`config.mk`:
```
export PLATFORM = sky130hd
export DESIGN_NAME = rom_ram_delay_env
export DESIGN_NICKNAME = d
export VERILOG_FILES = /design/src/rtl/rom_ram_delay_pkg.sv /design/src/rtl/rom_ram_delay_rom.sv /design/src/rtl/rom_ram_delay_env.sv
export SDC_FILE = /design/constraint.sdc
export NUM_CORES = 1
export LEC_CHECK = 0
export ABC_AREA = 1
export ABC_CLOCK_PERIOD_IN_PS = 1200
export CORE_MARGIN = 2
export CORE_UTILIZATION = 43
export CTS_CLUSTER_SIZE = 40
export DETAILED_ROUTE_END_ITERATION = 10
export GPL_ROUTABILITY_DRIVEN = 1
export PLACE_DENSITY = 0.73
export SYNTH_ARGS = -nofsm -noshare
export SYNTH_HDL_FRONTEND = slang
export SYNTH_HIERARCHICAL = 1
export SYNTH_SLANG_ARGS = --single-unit
```
`constraint.sdc`:
```
create_clock -name clk -period 1.2 [get_ports clk]
set_input_delay 0.24 -clock clk [delete_from_list [all_inputs] [get_ports clk]]
set_output_delay 0.24 -clock clk [all_outputs]
set_load 0.05 [all_outputs]
```
`src/rtl/rom_ram_delay_pkg.sv`:
```
// Shared widths, sequencer state encoding and the fixed ROM contents
// for the ROM-to-RAM data-delay block.
package rom_ram_delay_pkg;

    localparam int DEF_ADDR_W = 4;
    localparam int DEF_DATA_W = 8;
    localparam int DEPTH      = 2 ** DEF_ADDR_W;

    typedef enum logic [1:0] {
        IDLE,
        RUN,
        DRAIN,
        DONE
    } state_t;

    // ROM word k is k * 8'h11; callers truncate to their data width.
    function automatic int unsigned rom_word(input int unsigned k);
        return k * 32'h11;
    endfunction

endpackage

```
`src/rtl/rom_ram_delay_rom.sv`:
```
// Synchronous ROM with a registered output. The output is forced to 0
// whenever no read is enabled so the exported data bus is quiet outside
// the write window.
module rom_ram_delay_rom
    import rom_ram_delay_pkg::*;
#(
    parameter int ADDR_W = DEF_ADDR_W,
    parameter int DATA_W = DEF_DATA_W
) (
    input  logic              clk,
    input  logic              rst,
    input  logic              en,
    input  logic [ADDR_W-1:0] addr,
    output logic [DATA_W-1:0] data
);

    localparam int ROM_DEPTH = 2 ** ADDR_W;

    logic [DATA_W-1:0] words [ROM_DEPTH];

    for (genvar k = 0; k < ROM_DEPTH; k++) begin : g_word
        assign words[k] = DATA_W'(rom_word(unsigned'(k)));
    end

    // Registered read: one-cycle latency from addr to data.
    always_ff @(posedge clk or posedge rst) begin
        if (rst) begin
            data <= '0;
        end else if (en) begin
            data <= words[addr];
        end else begin
            data <= '0;
        end
    end

endmodule

```
`src/rtl/rom_ram_delay_env.sv`:
```
// Start/done driven sequencer that copies every ROM word into a RAM at
// the same address. The RAM write port (strobe, address, data) is
// exported so the one-cycle ROM read delay can be observed.
module rom_ram_delay_env
    import rom_ram_delay_pkg::*;
#(
    parameter int ADDR_W = DEF_ADDR_W,
    parameter int DATA_W = DEF_DATA_W
) (
    input  logic              clk,
    input  logic              rst,
    input  logic              start_sig,
    output logic              done_sig,
    output logic              write_en,
    output logic [ADDR_W-1:0] ram_addr,
    output logic [DATA_W-1:0] rom_data
);

    localparam int NWORDS = 2 ** ADDR_W;
    localparam logic [ADDR_W-1:0] LAST_ADDR = ADDR_W'(NWORDS - 1);

    state_t            state;
    logic [ADDR_W-1:0] rd_addr;
    logic [DATA_W-1:0] ram [NWORDS];

    // ROM reads only while running; its registered output is rom_data.
    rom_ram_delay_rom #(
        .ADDR_W (ADDR_W),
        .DATA_W (DATA_W)
    ) u_rom (
        .clk  (clk),
        .rst  (rst),
        .en   (state == RUN),
        .addr (rd_addr),
        .data (rom_data)
    );

    // Sequencer: write_en/ram_addr trail rd_addr by one stage so they
    // line up with the registered ROM data; done pulses out of DRAIN.
    always_ff @(posedge clk or posedge rst) begin
        if (rst) begin
            state    <= IDLE;
            rd_addr  <= '0;
            write_en <= 1'b0;
            ram_addr <= '0;
            done_sig <= 1'b0;
        end else begin
            write_en <= 1'b0;
            ram_addr <= '0;
            done_sig <= 1'b0;
            case (state)
                IDLE: begin
                    if (start_sig) begin
                        state   <= RUN;
                        rd_addr <= '0;
                    end
                end
                RUN: begin
                    write_en <= 1'b1;
                    ram_addr <= rd_addr;
                    rd_addr  <= rd_addr + 1'b1;
                    if (rd_addr == LAST_ADDR) begin
                        state <= DRAIN;
                    end
                end
                DRAIN: begin
                    done_sig <= 1'b1;
                    state    <= DONE;
                end
                DONE: begin
                    state <= IDLE;
                end
                default: begin
                    state <= IDLE;
                end
            endcase
        end
    end

    // RAM write port; contents survive reset on purpose.
    always_ff @(posedge clk) begin
        if (write_en) begin
            ram[ram_addr] <= rom_data;
        end
    end

endmodule

```
==> qor.tcl, run 1 <==
set qor(outcome) {complete, no violations}
set qor(cts_tree) {built}
set qor(switching_share_pct) 41.9
set qor(fin_setup_tns_ps) 0
set qor(nets_finish) 109
set qor(die_h_um) 45.2
set qor(synthXorXnorAreaFrac_pct) 0
set qor(clk_pin_slew_ps) 80
set qor(tightestPinTransition_ps) 239
set qor(worst_skew_pair.late_latency_ps) 280
set qor(final_period_minus_worst_setup_slack_ps) 1150
set qor(place.detailed.hpwl_um) 939
set qor(finalWorstSetupSlack_ps) 50.8
set qor(timing.hold.worst.class) {input port to asynchronous set/reset pin}
set qor(place.detailed.instances) 111
set qor(grt_start_max_net_pins) 13
set qor(setup_repair_after_global_routing_missed_its_margin) {true}
set qor(final_core_utilization_pct) 73.5
set qor(cp_slowest_stage_delay_ps) 450
set qor(clock.fmax_ghz) 0.870
set qor(report.final.slew_viol_count) 0
set qor(synth-edff-count) 0
set qor(ctsLongestPathBuffers) 2
set qor(via_count) 561
set qor(seq_pwr_share_pct) 29.9
set qor(netlist_area_sq_um) 728
set qor(max_cap_viol_count) 0
set qor(detailedPlace.worstSlack_ps) -7.05
set qor(synth_top_family_by_area) {simple AND/OR/NAND/NOR gates}
set qor(netlist_top_cells_area) {sky130_fd_sc_hd__dfrtp_1 55%, sky130_fd_sc_hd__nand2_1 11%, sky130_fd_sc_hd__inv_1 7.7%, sky130_fd_sc_hd__ha_1 6.9%, sky130_fd_sc_hd__buf_4 4.1%}
set qor(globalplace.congestion) 0.779
set qor(antenna_found_initial) 0
set qor(antennaDiodeCount) 0
set qor(postRouteAntennaNets) 0
set qor(avgRoutedWirePerCell_um) 10.4
set qor(synth_fa_ha_area_share_pct) 6.87
set qor(cp_data_required_time_ps) 960
set qor(cts_htree_levels) 1
set qor(crit_arrival_ps) 910
set qor(tritoncts.num_buffers) 3
set qor(fp.dieArea_sq_mm) 0.00204
set qor(global_route.overflow_total) 0
set qor(library_cell_with_the_highest_instance_count_after_synthesis) {sky130_fd_sc_hd__nand2_1}
set qor(total_power_uw) 2890
set qor(critical_path.top_delay_family) {flip-flops}
set qor(flow.area_growth_from_synthesis_pct) 55.5
set qor(drive_above_1_share_pct) 37.6
set qor(sequential_to_total_area_share_from_yosys_stat_pct) 55.0
set qor(timing_hold_violations_final) 0
set qor(synth.ff_latch_count) 16
set qor(post_route_clock_skew_ps) 4.93
set qor(worstReg2RegEnd) {rd_addr[2]$_DFFE_PP0P_}
set qor(core_area_sq_mm) 0.00154
set qor(reg2regPathDepth) 6
set qor(drt_iter0_markers) 7
set qor(synth.cells.most_frequent) {21 x sky130_fd_sc_hd__nand2_1, 16 x sky130_fd_sc_hd__dfrtp_1, 15 x sky130_fd_sc_hd__inv_1}
set qor(ys.flop_type) {sky130_fd_sc_hd__dfrtp_1}
set qor(asyncSetResetFlopFracSynth_pct) 100
set qor(grt_pass1_wl_mm) 2.09
set qor(max_fo_critical_path) 2
set qor(multi_input_comb_area_sq_um) 251
set qor(critPathLaunchType) {flop}
set qor(initial_utilization_pct) 47.2
set qor(cellLeakagePower_uw) 0.000613
set qor(tritoncts_num_sinks) 16
set qor(yosysTopAreaCell) {sky130_fd_sc_hd__dfrtp_1}
set qor(min_period_over_period_pct) 95.8
set qor(power.density_mw_per_mm2) 2550
set qor(route.detailed.drc) 0
set qor(clockRootBuffer) {sky130_fd_sc_hd__clkbuf_4}
set qor(clock_power_share_pct) 12.0
set qor(fill_cells) 112
set qor(post_synth_and_or_nand_nor_area_fraction_pct) 20.4
set qor(final-setup-viol-count) 0
set qor(net_load_switching_power_uw) 1210
set qor(boundaryPins) 17
set qor(routed_wirelength_mm) 1.22
set qor(avgSynthCellArea_sq_um) 9.34
set qor(critPathCaptureType) {primary output}
set qor(pwr-share-comb_pct) 58.2
set qor(slew-limit-headroom_pct) 84.1
set qor(post_synth_mux_area_share_pct) 0
set qor(critPathKind) {flop to primary output}
set qor(synth.yosys.warnings) 6
set qor(netlist_instances) 78
set qor(post-synth-top-area-fraction_pct) 55.0
set qor(critPathSlowestCell) {sky130_fd_sc_hd__dfrtp_1}
set qor(final_non_filler_cell_total) 117
set qor(cells_along_the_critical_path) {buf_12}
set qor(track_usage_pct) 15.0
set qor(synth-compound-area-share_pct) 3.78
set qor(grt_pass1_vias) 479
set qor(timing.critical_path.buf_inv) 1
set qor(vdd_ir_drop_max_mv) 1.77
set qor(synth_cell_types) 16
set qor(crit-reg2reg-launch) {state[0]$_DFFE_PP0P_}
set qor(r2r_setup_slack_ps) 60
set qor(ctsHoldBuffers) 0
set qor(avgViaCountPerCell) 4.79
set qor(port_buffers) 16
set qor(intPower_uw) 1680
set qor(detail_route.first_pass.iterations) 4
set qor(row_count) 14
set qor(syn_nets) 85
set qor(final-seq-area_sq_um) 400
set qor(die_w_um) 45.2
[routing by layer]
layer  global-route usage, %  part of all wire (%)  vias up
met2                    23.4                    51       22
met3                    1.20                   3.8        4
met1                    18.2                    41      257
met4                    14.1                   4.0        0
met5                       0                     0        -
li1                        -                     -      278
[cells in the final DEF, fill, tap and decap left out, drive strengths merged]
cell type,synthesis,routed
a21oi,2,2
buf,5,22
clkbuf,0,4
clkdlybuf4s50,0,2
dfrtp,16,16
ha,4,4
inv,16,16
nand2,25,25
nand3,4,4
nand4,2,2
nor2,2,2
o21ai,2,2
[worst max path at each step]
stage,slack (ps),cells past startpoint,from,end
after global routing,-8,7,state[1]$_DFFE_PP0P_,rd_addr[2]$_DFFE_PP0P_
after floorplan,40,8,state[1]$_DFFE_PP0P_,rd_addr[2]$_DFFE_PP0P_
after CTS,20,7,state[1]$_DFFE_PP0P_,rd_addr[2]$_DFFE_PP0P_
final,50,1,u_rom/data[2]$_DFF_PP0_,rom_data[6]
after detailed placement,-7,6,start_sig,state[0]$_DFFE_PP0P_
after global placement,20,6,start_sig,rd_addr[2]$_DFFE_PP0P_
[cell type report]
class,count,area share (%)
Sequential cell,16,35.4
Timing Repair Buffer,24,32.2
Multi-Input combinational cell,41,22.2
Inverter,16,5.30
Clock buffer,4,3.20
Tap cell,16,1.77
[power by group through the flow]
stage	clock, uW	combinational (uW)	sequential (uW)
after floorplan	0	670	1110
after global placement	0	1560	852
after detailed placement	0	1580	863
after CTS	359	1590	851
after global routing	378	1800	886
final	346	1680	862
[cell families (layout without fill, tap and decap cells)]
family,after synthesis,after routing
AND/OR/NAND/NOR,33,33
buffers and inverters,21,44
flip-flops,16,16
adder cells (fa/ha/maj),4,4
AO/OA/AOI/OAI,4,4
[metrics by stage]
step                      hold slack, ps  area (sq um)
after floorplan                     6.08           741
after global placement               456          1060
after detailed placement             473          1060
after CTS                            164          1100
after global routing                 168          1130
final                                170          1130
[flip-flops by register name (all words and copies together), names as in the netlist]
signal	flops
done_sig	1
ram_addr	4
rd_addr	4
state	2
u_rom/data	4
write_en	1
[what timing repair did]
action	4_1_cts	5_1_grt
gates cloned	0	0
buffers inserted	0	2
hold endpoints to repair	0	0
pin swaps	0	1
resized for setup	1	4
setup endpoints to repair	1	6
No activity file was read; power rests on OpenSTA's default activity.
==> run 2, diff against run 1 <==
CELL_PAD_IN_SITES_DETAIL_PLACEMENT = 0   (was not set)
CELL_PAD_IN_SITES_GLOBAL_PLACEMENT = 1   (was not set)
CORE_UTILIZATION = 32   (was 43)
PLACE_DENSITY = not set   (was 0.73)
PLACE_DENSITY_LB_ADDON = 0.1   (was not set)
==> run 2 against run 1 <==
Compared with the run above: design area up 0.77%; combinational power barely moved; global-route usage is 3.5 points lower; first-iteration DRC count decreased by 14%; hold slack lost 14 ps; critical path depth up 5; clock power is 2% lower; non-clock buffer count down 2; largest power group unchanged; highest routed layer unchanged.
==> qor.tcl, run 2 (synthesized netlist as in run 1, its figures left out) <==
set qor(outcome) {complete, no violations}
set qor(antenna_found_initial) 0
set qor(setup_repair_after_global_routing_missed_its_margin) {false}
set qor(max_fo_critical_path) 5
set qor(final_non_filler_cell_total) 127
set qor(die_h_um) 51.7
set qor(grt_start_max_net_pins) 13
set qor(post_route_clock_skew_ps) 3.82
set qor(fill_cells) 200
set qor(grt_pass1_wl_mm) 2.23
set qor(final_common_cell) {sky130_fd_sc_hd__nand2_1}
set qor(clock.fmax_ghz) 0.857
set qor(globalplace.congestion) 0.761
set qor(fp.dieArea_sq_mm) 0.00267
set qor(via_count) 537
set qor(clockRootBuffer) {sky130_fd_sc_hd__clkbuf_4}
set qor(timing_hold_violations_final) 0
set qor(place.detailed.instances) 123
set qor(timing.hold.worst.class) {input port to asynchronous set/reset pin}
set qor(place.detailed.hpwl_mm) 1.02
set qor(max_cap_viol_count) 0
set qor(grt_pass1_vias) 518
set qor(cp_slowest_stage_delay_ps) 390
set qor(critPathLaunchType) {flop}
set qor(core_area_sq_mm) 0.00219
set qor(tritoncts.num_buffers) 3
set qor(critPathKind) {flop to flop}
set qor(detail_route.first_pass.iterations) 2
set qor(avgViaCountPerCell) 4.23
set qor(cts_tree) {built}
set qor(power.density_mw_per_mm2) 2500
set qor(port_buffers) 16
set qor(report.final.slew_viol_count) 0
set qor(top_library_cells_by_usage_in_the_layout_fill_and_taps_aside) {21 x sky130_fd_sc_hd__nand2_1, 16 x sky130_fd_sc_hd__dfrtp_1, 15 x sky130_fd_sc_hd__buf_12}
set qor(cp_data_required_time_ps) 1370
set qor(ctsLongestPathBuffers) 2
set qor(critPathCaptureType) {flop}
set qor(cells_along_the_critical_path) {buf_4 > ha_4 > nand2_2 > nand2_2 > a21oi_1 > nor2_1}
set qor(dpl-instance-area_sq_mm) 0.00109
set qor(slew-limit-headroom_pct) 84.4
set qor(nets_finish) 107
set qor(finalHoldWorstSlack_ps) 156
set qor(postRouteAntennaNets) 0
set qor(critical_path.most_common_cell) {sky130_fd_sc_hd__nand2_2}
set qor(track_usage_pct) 11.5
set qor(row_count) 17
set qor(fin_setup_tns_ps) 0
set qor(total_power_uw) 2860
set qor(flow.area_growth_from_synthesis_pct) 56.7
set qor(antennaDiodeCount) 0
set qor(cellLeakagePower_uw) 0.000606
set qor(final_period_minus_worst_setup_slack_ps) 1170
set qor(boundaryPins) 17
set qor(global_route.overflow_total) 0
set qor(cts_htree_levels) 1
set qor(drt_iter0_markers) 6
set qor(cts.repair_timing.setup_buffer_count) 0
set qor(final-setup-viol-count) 0
set qor(min_period_over_period_pct) 97.3
set qor(die_w_um) 51.7
set qor(routed_wirelength_mm) 1.27
set qor(clk_pin_slew_ps) 90
set qor(design_area_sq_mm) 0.00114
set qor(critPathSlowestCell) {sky130_fd_sc_hd__dfrtp_1}
set qor(avgRoutedWirePerCell_um) 10.0
set qor(crit_arrival_ps) 1330
set qor(registers_with_the_most_flip_flops) {ram_addr x4, rd_addr x4, u_rom/data x4}
set qor(vdd_ir_drop_max_mv) 1.24
set qor(drive_above_1_share_pct) 35.4
set qor(worst_skew_pair.late_latency_ps) 270
set qor(initial_utilization_pct) 33.2
set qor(tightestPinTransition_ps) 234
set qor(tritoncts_num_sinks) 16
set qor(route.detailed.drc) 0
==> run 2: area by class of cell <==
| cell class | instances | area, sq um | area share [%] |
|---|---|---|---|
| clock buffer | 4 | 36.3 | 3.18 |
| inverter | 16 | 60.1 | 5.26 |
| multi-input combinational | 41 | 251 | 22.0 |
| sequential | 16 | 400 | 35.1 |
| tap | 28 | 35.0 | 3.07 |
| timing repair buffer | 22 | 358 | 31.4 |
==> run 2: stage by stage <==
stage / utilization, % / setup slack, ps
2_1_floorplan: - / 35.8
3_3_place_gp: 49.9 / -26.1
3_5_place_dp: 49.9 / -22.0
4_1_cts: 51.6 / 6.26
5_1_grt: 52.1 / 7.60
6_report: 52.1 / 32.9
==> run 2: what timing repair did <==
item / in CTS / in global routing
setup endpoints to repair: 1 / 6
resized for setup: 1 / 2
hold buffers: 0 / 0
==> run 2: final timing paths <==
path	start	to	slack, ps	cells past startpoint
max in group asynchronous	rst	ram_addr[3]$_DFF_PP0_	770	3
max reg2reg	state[0]$_DFFE_PP0P_	rd_addr[2]$_DFFE_PP0P_	30	6
min in group clk	state[1]$_DFFE_PP0P_	state[1]$_DFFE_PP0P_	600	3
max	state[0]$_DFFE_PP0P_	rd_addr[2]$_DFFE_PP0P_	30	6
min	rst	u_rom/data[0]$_DFF_PP0_	160	2
min reg2reg	state[1]$_DFFE_PP0P_	state[1]$_DFFE_PP0P_	600	3
==> run 2: layer usage <==
layer / part of all wire (%) / up-vias / global-route usage [%]
li1: - / 272 / -
met5: 0 / - / 0
met2: 48 / 16 / 18.8
met4: 1.3 / 0 / 6.58
met3: 5.6 / 2 / 2.30
met1: 45 / 247 / 14.2
==> run 2: report_power, final <==
group	total [uW]	switching [uW]	internal, uW
clock network	339	155	184
registers	854	152	702
logic	1660	882	780
total	2860	1190	1670
==> run 2: critical path: cells and delay by family, from the launching register on <==
kind	cells	cell delay, ps
AO/OA/AOI/OAI	1	140
adder cells (fa/ha/maj)	1	180
flip-flops	1	390
buffers and inverters	1	150
AND/OR/NAND/NOR	3	190
==> run 3, diff against run 2 <==
CORE_ASPECT_RATIO = 1.1   (was not set)
==> run 3 against run 2 <==
Compared with the run above: total power increased by 0.87%; design area increased by 1.2%; fmax increased by 2.1%; sequential cell count unchanged; count of clock-buffer cells in the layout unchanged; worst setup slack improved by 24 ps; final cell count increased by 3.1%; global-route usage decreased by 0.072 points; largest power group unchanged; hold slack improved by 1.1 ps; sequential power increased by 0.7%; sequential share of layout area decreased by 0.42 points; critical path type is now flop to primary output; clock power increased by 2%.
==> qor.tcl, run 3 (synthesized netlist as in run 1, its figures left out) <==
set qor(outcome) {complete, no violations}
set qor(timing_hold_violations_final) 0
set qor(core_area_sq_mm) 0.00221
set qor(ctsLongestPathBuffers) 2
set qor(grt_pass1_vias) 516
set qor(min_period_over_period_pct) 95.3
set qor(fill_cells) 217
set qor(gr-usage-met2_pct) 20.3
set qor(slew-limit-headroom_pct) 82.5
set qor(track_usage_pct) 11.5
set qor(critPathLaunchType) {flop}
set qor(globalplace.congestion) 0.744
set qor(place.detailed.instances) 125
set qor(cellLeakagePower_uw) 0.000614
set qor(r2r_setup_slack_ps) 70
set qor(reg2regPathDepth) 6
set qor(critPathCaptureType) {primary output}
set qor(final_common_cell) {sky130_fd_sc_hd__nand2_1}
set qor(antennaDiodeCount) 0
set qor(route.detailed.drc) 0
set qor(switching_share_pct) 42.0
set qor(seq_pwr_share_pct) 29.8
set qor(report.final.slew_viol_count) 0
set qor(ctsHoldBuffers) 0
set qor(top_library_cells_by_usage_in_the_layout_fill_and_taps_aside) {21 x sky130_fd_sc_hd__nand2_1, 16 x sky130_fd_sc_hd__dfrtp_1, 14 x sky130_fd_sc_hd__buf_12}
set qor(tightestPinTransition_ps) 262
set qor(initial_utilization_pct) 33.0
set qor(registers_with_the_most_flip_flops) {ram_addr x4, rd_addr x4, u_rom/data x4}
set qor(cts_htree_levels) 1
set qor(cts_tree) {built}
set qor(clock.fmax_ghz) 0.875
set qor(grt_pass1_wl_mm) 2.23
set qor(tritoncts_num_sinks) 16
set qor(crit_cells) 1
set qor(power.density_mw_per_mm2) 2490
set qor(postRouteAntennaNets) 0
set qor(final-setup-viol-count) 0
set qor(flow.area_growth_from_synthesis_pct) 58.6
set qor(via_count) 533
set qor(timing.hold.worst.class) {input port to asynchronous set/reset pin}
set qor(cp_data_required_time_ps) 960
set qor(finalWorstSetupSlack_ps) 56.8
set qor(critPathSlowestCell) {sky130_fd_sc_hd__dfrtp_1}
set qor(nets_finish) 109
set qor(max_cap_viol_count) 0
set qor(net_load_switching_power_uw) 1210
set qor(final-seq-area_sq_um) 400
set qor(crit-reg2reg-launch) {state[0]$_DFFE_PP0P_}
set qor(die_w_um) 49.5
set qor(clockRootBuffer) {sky130_fd_sc_hd__clkbuf_4}
set qor(worstReg2RegEnd) {rd_addr[2]$_DFFE_PP0P_}
set qor(fp.dieArea_sq_mm) 0.00267
set qor(port_buffers) 16
set qor(pwr-share-comb_pct) 58.1
set qor(die_h_um) 54.0
set qor(clk_pin_slew_ps) 90
set qor(critical_path.top_delay_family) {flip-flops}
set qor(detailedPlace.worstSlack_ps) -30.3
set qor(drive_above_1_share_pct) 38.6
set qor(groute.layer.met3.usage_pct) 3.89
set qor(cp_slowest_stage_delay_ps) 450
set qor(place.detailed.hpwl_um) 982
set qor(post_route_clock_skew_ps) 1.09
set qor(vdd_ir_drop_max_mv) 1.24
set qor(avgViaCountPerCell) 4.07
set qor(final_core_utilization_pct) 52.3
set qor(fin_setup_tns_ps) 0
set qor(worst_skew_pair.late_latency_ps) 280
set qor(final_non_filler_cell_total) 131
set qor(row_count) 18
set qor(detail_route.first_pass.iterations) 4
set qor(tritoncts.num_buffers) 3
set qor(intPower_uw) 1670
set qor(boundaryPins) 17
set qor(critPathKind) {flop to primary output}
set qor(final_period_minus_worst_setup_slack_ps) 1140
set qor(multi_input_comb_area_sq_um) 260
set qor(grt_start_max_net_pins) 13
set qor(global_route.overflow_total) 0
set qor(drt_iter0_markers) 2
set qor(cells_along_the_critical_path) {buf_12}
set qor(crit_arrival_ps) 900
set qor(avgRoutedWirePerCell_um) 9.69
set qor(routed_wirelength_mm) 1.27
set qor(clock_power_share_pct) 12.0
set qor(antenna_found_initial) 0
set qor(max_fo_critical_path) 2
set qor(grt.busiest_layer) {met2}
set qor(timing.critical_path.buf_inv) 1
set qor(finalHoldWorstSlack_ps) 157
set qor(met1_track_usage_gr_pct) 12.1
## run 3: area by class of cell
type	count	area share (%)
inverter	16	5.20
timing repair buffer	24	31.2
clock buffer	4	3.14
tap	30	3.25
sequential	16	34.7
multi-input combinational	41	22.5
## run 3: worst max path at each step
stage / start / end
2_1_floorplan: state[1]$_DFFE_PP0P_ / rd_addr[2]$_DFFE_PP0P_
3_3_place_gp: start_sig / state[0]$_DFFE_PP0P_
3_5_place_dp: start_sig / state[0]$_DFFE_PP0P_
4_1_cts: state[1]$_DFFE_PP0P_ / rd_addr[2]$_DFFE_PP0P_
5_1_grt: state[0]$_DFFE_PP0P_ / rd_addr[0]$_DFFE_PP0P_
6_report: u_rom/data[3]$_DFF_PP0_ / rom_data[3]
## run 3: power by group through the flow
| stage | clock network (uW) | registers (uW) | logic [uW] |
|---|---|---|---|
| 6_report | 347 | 860 | 1670 |
| 4_1_cts | 368 | 851 | 1590 |
| 5_1_grt | 389 | 887 | 1830 |
| 3_5_place_dp | 0 | 862 | 1580 |
| 2_1_floorplan | 0 | 1110 | 670 |
| 3_3_place_gp | 0 | 858 | 1570 |
## run 3: worst reg2reg max path: cells and delay by family (launching register included)
kind	cells	cell delay (ps)
DFF	1	400
and+or+nand+nor	3	200
adders and majority gates	1	170
buffers and inverters	1	150
AOI/OAI and AO/OA	1	110
## run 3: timing repair
action                                  4_1_cts  5_1_grt
pin swaps                                     0        1
endpoints found under the setup margin        1        6
resized for setup                             1        5
buffers inserted                              0        2
cloned                                        0        0
## run 3: layer usage
metal / vias up / part of all wire [%]
li1: 274 / -
met2: 16 / 52
met3: 0 / 5.0
met4: 0 / 0
met1: 243 / 43
met5: - / 0
## run 3: stage by stage
step                cell area (sq um)  power (uW)
global placement                 1080        2430
global route                     1150        3100
detailed placement               1080        2440
finish                           1150        2880
floorplan                         741        1780
CTS                              1120        2810
